**src/rtl/ml_ahb_slave_arb.sv**
```systemverilog
// ml_ahb_slave_arb: per-slave-port arbiter of the AHB multilayer matrix.
// Shares one slave port between NUM_MST master layers with a registered one-hot
// grant that only moves on completed transfers (i_hready_in=1). Round-robin
// scheduling, locked-transfer support and data-phase owner tracking.
// Optional feature macro: ML_AHB_ARB_BURST_HOLD_EN lets the current owner keep
// the port for up to HOLD_MAX consecutive transfers under contention.
module ml_ahb_slave_arb #(
   parameter int NUM_MST  = 4,
   parameter int IDX_W    = 2,
   parameter int HOLD_MAX = 4
) (
   input  logic               i_hclk,
   input  logic               i_resetn,
   input  logic [NUM_MST-1:0] i_req,
   input  logic [NUM_MST-1:0] i_lock,
   input  logic               i_hready_in,
   output logic [NUM_MST-1:0] o_grant,
   output logic [IDX_W-1:0]   o_grant_idx,
   output logic [NUM_MST-1:0] o_data_owner,
   output logic               o_busy
);

   typedef enum logic [1:0] {
      ST_PARK   = 2'd0,
      ST_ACTIVE = 2'd1,
      ST_LOCKED = 2'd2
   } state_t;

   state_t             r_state;
   logic [NUM_MST-1:0] r_grant;
   logic [IDX_W-1:0]   r_grant_idx;
   logic [NUM_MST-1:0] r_data_owner;

   logic               w_other_found;
   logic [IDX_W-1:0]   w_other_idx;
   logic [IDX_W:0]     w_sum;
   logic               w_own_req;
   logic               w_own_lock;
   logic               w_may_rotate;
   logic               w_move;
   state_t             w_next_state;

   assign w_own_req  = i_req[r_grant_idx];
   assign w_own_lock = w_own_req & i_lock[r_grant_idx];

`ifdef ML_AHB_ARB_BURST_HOLD_EN
   localparam int HOLD_W = ($clog2(HOLD_MAX) < 2) ? 2 : $clog2(HOLD_MAX);
   localparam logic [HOLD_W-1:0] HOLD_LAST = HOLD_W'(HOLD_MAX - 1);

   logic [HOLD_W-1:0] r_hold_cnt;

   // The owner may only be displaced once it stops requesting or has used its hold quota.
   assign w_may_rotate = ~w_own_req | (r_hold_cnt >= HOLD_LAST);

   // Count consecutive completed owner transfers; cleared whenever the grant moves or the port parks.
   always_ff @(posedge i_hclk or negedge i_resetn) begin
      if (!i_resetn) begin
         r_hold_cnt <= '0;
      end else if (i_hready_in) begin
         if (w_move || (w_next_state == ST_PARK)) begin
            r_hold_cnt <= '0;
         end else if (w_own_req && (r_hold_cnt != HOLD_LAST)) begin
            r_hold_cnt <= r_hold_cnt + 1'b1;
         end
      end
   end
`else
   assign w_may_rotate = 1'b1;
`endif

   // Round-robin search of the other layers, starting at owner+1 and wrapping; owner excluded.
   always_comb begin
      w_other_found = 1'b0;
      w_other_idx   = r_grant_idx;
      w_sum         = '0;
      for (int i = 1; i < NUM_MST; i++) begin
         w_sum = {1'b0, r_grant_idx} + (IDX_W+1)'(i);
         if (w_sum >= (IDX_W+1)'(NUM_MST)) begin
            w_sum = w_sum - (IDX_W+1)'(NUM_MST);
         end
         if (!w_other_found && i_req[w_sum[IDX_W-1:0]]) begin
            w_other_found = 1'b1;
            w_other_idx   = w_sum[IDX_W-1:0];
         end
      end
   end

   // Arbitration decision for the next completed cycle: whether the grant moves and where the FSM goes.
   always_comb begin
      w_move       = 1'b0;
      w_next_state = r_state;
      case (r_state)
         ST_PARK: begin
            if (w_other_found) begin
               w_move       = 1'b1;
               w_next_state = ST_ACTIVE;
            end else if (w_own_req) begin
               w_next_state = ST_ACTIVE;
            end
         end
         ST_ACTIVE: begin
            if (w_own_lock) begin
               w_next_state = ST_LOCKED;
            end else if (w_other_found && w_may_rotate) begin
               w_move = 1'b1;
            end else if (!w_own_req) begin
               w_next_state = ST_PARK;
            end
         end
         ST_LOCKED: begin
            if (!w_own_lock) begin
               w_next_state = ST_ACTIVE;
               w_move       = w_other_found & w_may_rotate;
            end
         end
         default: begin
            w_next_state = ST_PARK;
         end
      endcase
   end

   // Arbiter FSM with registered one-hot grant and its index; everything frozen during wait states.
   always_ff @(posedge i_hclk or negedge i_resetn) begin
      if (!i_resetn) begin
         r_state     <= ST_PARK;
         r_grant     <= NUM_MST'(1);
         r_grant_idx <= '0;
      end else if (i_hready_in) begin
         r_state <= w_next_state;
         if (w_move) begin
            r_grant     <= NUM_MST'(1) << w_other_idx;
            r_grant_idx <= w_other_idx;
         end
      end
   end

   // The layer whose address phase just completed owns the following data phase.
   always_ff @(posedge i_hclk or negedge i_resetn) begin
      if (!i_resetn) begin
         r_data_owner <= '0;
      end else if (i_hready_in) begin
         r_data_owner <= r_grant & i_req;
      end
   end

   assign o_grant      = r_grant;
   assign o_grant_idx  = r_grant_idx;
   assign o_data_owner = r_data_owner;
   assign o_busy       = |r_data_owner;

endmodule

```
**config.mk**
```make
export PLATFORM = sky130hd
export DESIGN_NAME = ml_ahb_slave_arb
export DESIGN_NICKNAME = d
export VERILOG_FILES = /design/src/rtl/ml_ahb_slave_arb.sv
export SDC_FILE = /design/constraint.sdc
export NUM_CORES = 1
export LEC_CHECK = 0
export BUFFER_PORTS_ARGS = -buffer_cell sky130_fd_sc_hd__buf_2
export CORE_MARGIN = 2
export CORE_UTILIZATION = 30
export CTS_CLUSTER_DIAMETER = 60
export DETAILED_ROUTE_END_ITERATION = 8
export SYNTH_ARGS = -nofsm -noshare
export SYNTH_HDL_FRONTEND = slang
export SYNTH_SLANG_ARGS = --single-unit
```
**constraint.sdc**
```tcl
create_clock -name i_hclk -period 2.7 [get_ports i_hclk]
set_input_delay 0.405 -clock i_hclk [delete_from_list [all_inputs] [get_ports i_hclk]]
set_output_delay 0.405 -clock i_hclk [all_outputs]
set_load 0.01 [all_outputs]
```
==> run metrics <==
Post-synth EDFFs=0; ant diodes=0; status=complete, no violations; H-tree Lvls=1; final wirelength=1.82 mm; Min Hold Slack=0.439 ns; Post-Synthesis Cells=87; syn_area_per_cell=9.77 um2; register area share after synthesis=0.355; # IOs=22; largest net degree at the start of global routing=17; fmax=0.499 GHz; critical path endpoint category=register; Worst Clk Skew=0.00888 ns; TritonCTS buffer count=3; initial antenna violation count=0; fillers=281; pre-CTS WS=0.701 ns; port bufs=21; setup slack after layout=0.696 ns; Die Ht=57.2 um; post-synth cell types=33; global route overflow=0; vias per cell=5.12; CTS tree=yes; crit path max fanout=16; Die X=57.2 um; fin. max-slew vios=0; maxcap violations=0; Setup CP Type=register to register; Leak Pwr=0.000467 uW; Final Core Density=0.361; Startpoint Class=register; min Tclk post-route=2.00 ns; Root Buffer=clkbuf_4; Reg area=302 um2; First-pass DRT Iterations=4; DR WL/cell=13.2 um; # resized after CTS=0; Hold/Removal Path Class=input pin to register; Area growth syn-to-layout=16.1%; Design Area, Final=986 um2; Worst EP arrival=2.17 ns; syn_nets=102; WP data required=2.86 ns; ANT nets after route=0; maximum VDD drop=0.558 mV; r2r endpoint=o_grant[1]; CTS sink cnt=12; Reg clk slew, reported paths=0.08 ns; Final Setup Violations=0; clock tree buffer depth=2; yosys synthesis warning count=0; R2R Setup Slk=0.70 ns; R2R Path Start=o_grant_idx[1]; Hold Path Sink=o_data_owner[2]; Sum Neg Setup Slack=0 ns; RSZ-0062 raised after global routing=false; DRC=0; vias in the first global route=708; gpl congestion=0.747; Initial Utilization=0.311; Tightest Pin Transition=0.486 ns; dpl cell area=940 um2; #FFs+latches synth=12; global-route wire length before repair=3.09 mm; clock latency at the later pin of the worst-skew pair=0.27 ns; via count=707; share of post-route cells with drive strength above 1=0.318; Tcrit/Tclk final=0.742; R2R cell count=5; Final #Nets=123; asr flop ratio synth=1.00; top_reg_cell synth=dfrtp_1; Iter 0 DRT Violations=21; Power Density=986 mW/mm2; dpl hpwl=1.40 mm; worst hold start=i_hready_in; # rows=19; die area=0.00327 mm2; Worst Hold Depth=2; slew margin rel.=0.673; cell area after synthesis=850 um2; Final Hold Vio Count=0; gr usage total=0.123; core area=0.00273 mm2; Multi-input gate area=460 um2
## power breakdown
| part | internal (uW) | leakage [uW] | switching, uW |
|---|---|---|---|
| logic | 259 | 0.000294 | 235 |
| clock network | 82.0 | 0.0000210 | 57.8 |
| registers | 248 | 0.000152 | 90.6 |
## layer usage
metal  vias up  GRT usage  share of wire
met4         0     0.0498         0.0049
met3         2     0.0590          0.063
met2        17      0.195           0.50
met1       340      0.144           0.43
met5         -          0              0
li1        348          -              -
## worst max-delay path by stage
stage            endpoint  cells after the start      startpoint
3_3_place_gp   o_grant[1]                      5  o_grant_idx[1]
6_report       o_grant[1]                      5  o_grant_idx[1]
4_1_cts        o_grant[1]                      5  o_grant_idx[1]
5_1_grt        o_grant[2]                      5  o_grant_idx[1]
2_1_floorplan  o_grant[1]                      7  o_grant_idx[0]
3_5_place_dp   o_grant[1]                      5  o_grant_idx[1]
## registers in the layout, indices dropped and copies added, names as in the netlist
name and flops:
o_grant 4, r_state 2, o_grant_idx 2, o_data_owner 4
## placed cells by master, fill, tap and decap left out, types with 2 or more instances in the layout
cell type | netlist | routed
a21oi_1 | 3 | 3
a31oi_1 | 2 | 2
buf_2 | 1 | 21
clkbuf_4 | 0 | 3
dfrtp_1 | 11 | 11
ha_1 | 4 | 4
inv_1 | 9 | 9
mux2_4 | 5 | 5
mux2i_1 | 3 | 3
nand2_1 | 5 | 5
nand2b_1 | 3 | 3
nand3_1 | 4 | 4
nand4_2 | 2 | 2
nand4b_1 | 2 | 2
nor2_1 | 3 | 3
nor2b_1 | 4 | 4
nor4_1 | 3 | 3
o21ai_0 | 4 | 4
## critical path, stage by stage (launching register included)
cell       delay (ns)
dfrtp_1          0.64
nand4bb_1        0.21
nand4_2          0.18
nor2_2           0.12
o221a_1          0.42
mux2_4           0.33
## cell usage after synthesis (2+ instances only)
| cell type | n | share of area |
|---|---|---|
| mux2i_1 | 3 | 0.035 |
| nand4b_1 | 2 | 0.021 |
| nor4_1 | 3 | 0.022 |
| ha_1 | 4 | 0.059 |
| buf_6 | 4 | 0.053 |
| dfrtp_1 | 11 | 0.32 |
| nand2b_1 | 3 | 0.022 |
| nor2_1 | 3 | 0.013 |
| nand2_1 | 5 | 0.022 |
| mux2_4 | 5 | 0.088 |
| a31oi_1 | 2 | 0.015 |
| o21ai_0 | 4 | 0.024 |
| nand3_1 | 4 | 0.024 |
| nor2b_1 | 4 | 0.029 |
| a21oi_1 | 3 | 0.018 |
| inv_1 | 9 | 0.040 |
| nand4_2 | 2 | 0.029 |
## cell type report
| cell class | count | area share |
|---|---|---|
| clock buffer | 4 | 0.0368 |
| inverter | 9 | 0.0343 |
| multi-input combinational | 60 | 0.467 |
| sequential | 12 | 0.306 |
| tap | 31 | 0.0393 |
| timing repair buffer | 22 | 0.117 |
## stage by stage
step           power, uW  cells
2_1_floorplan        747     87
3_3_place_gp         823    133
3_5_place_dp         839    133
4_1_cts              985    138
5_1_grt             1060    138
6_report             972    138
## logic make-up after synthesis
kind of cell	Yosys count	synth area share
AOI/OAI and AO/OA	16	0.125
adders and majority gates	4	0.0589
buffers and inverters	15	0.103
DFF	12	0.355
muxes	8	0.124
and+or+nand+nor	32	0.234
## what timing repair did
action,in CTS,in global routing
setup buffers,0,0
hold buffers,1,0
endpoints found under the hold margin,6,0
No activity file was read; power rests on OpenSTA's default activity.
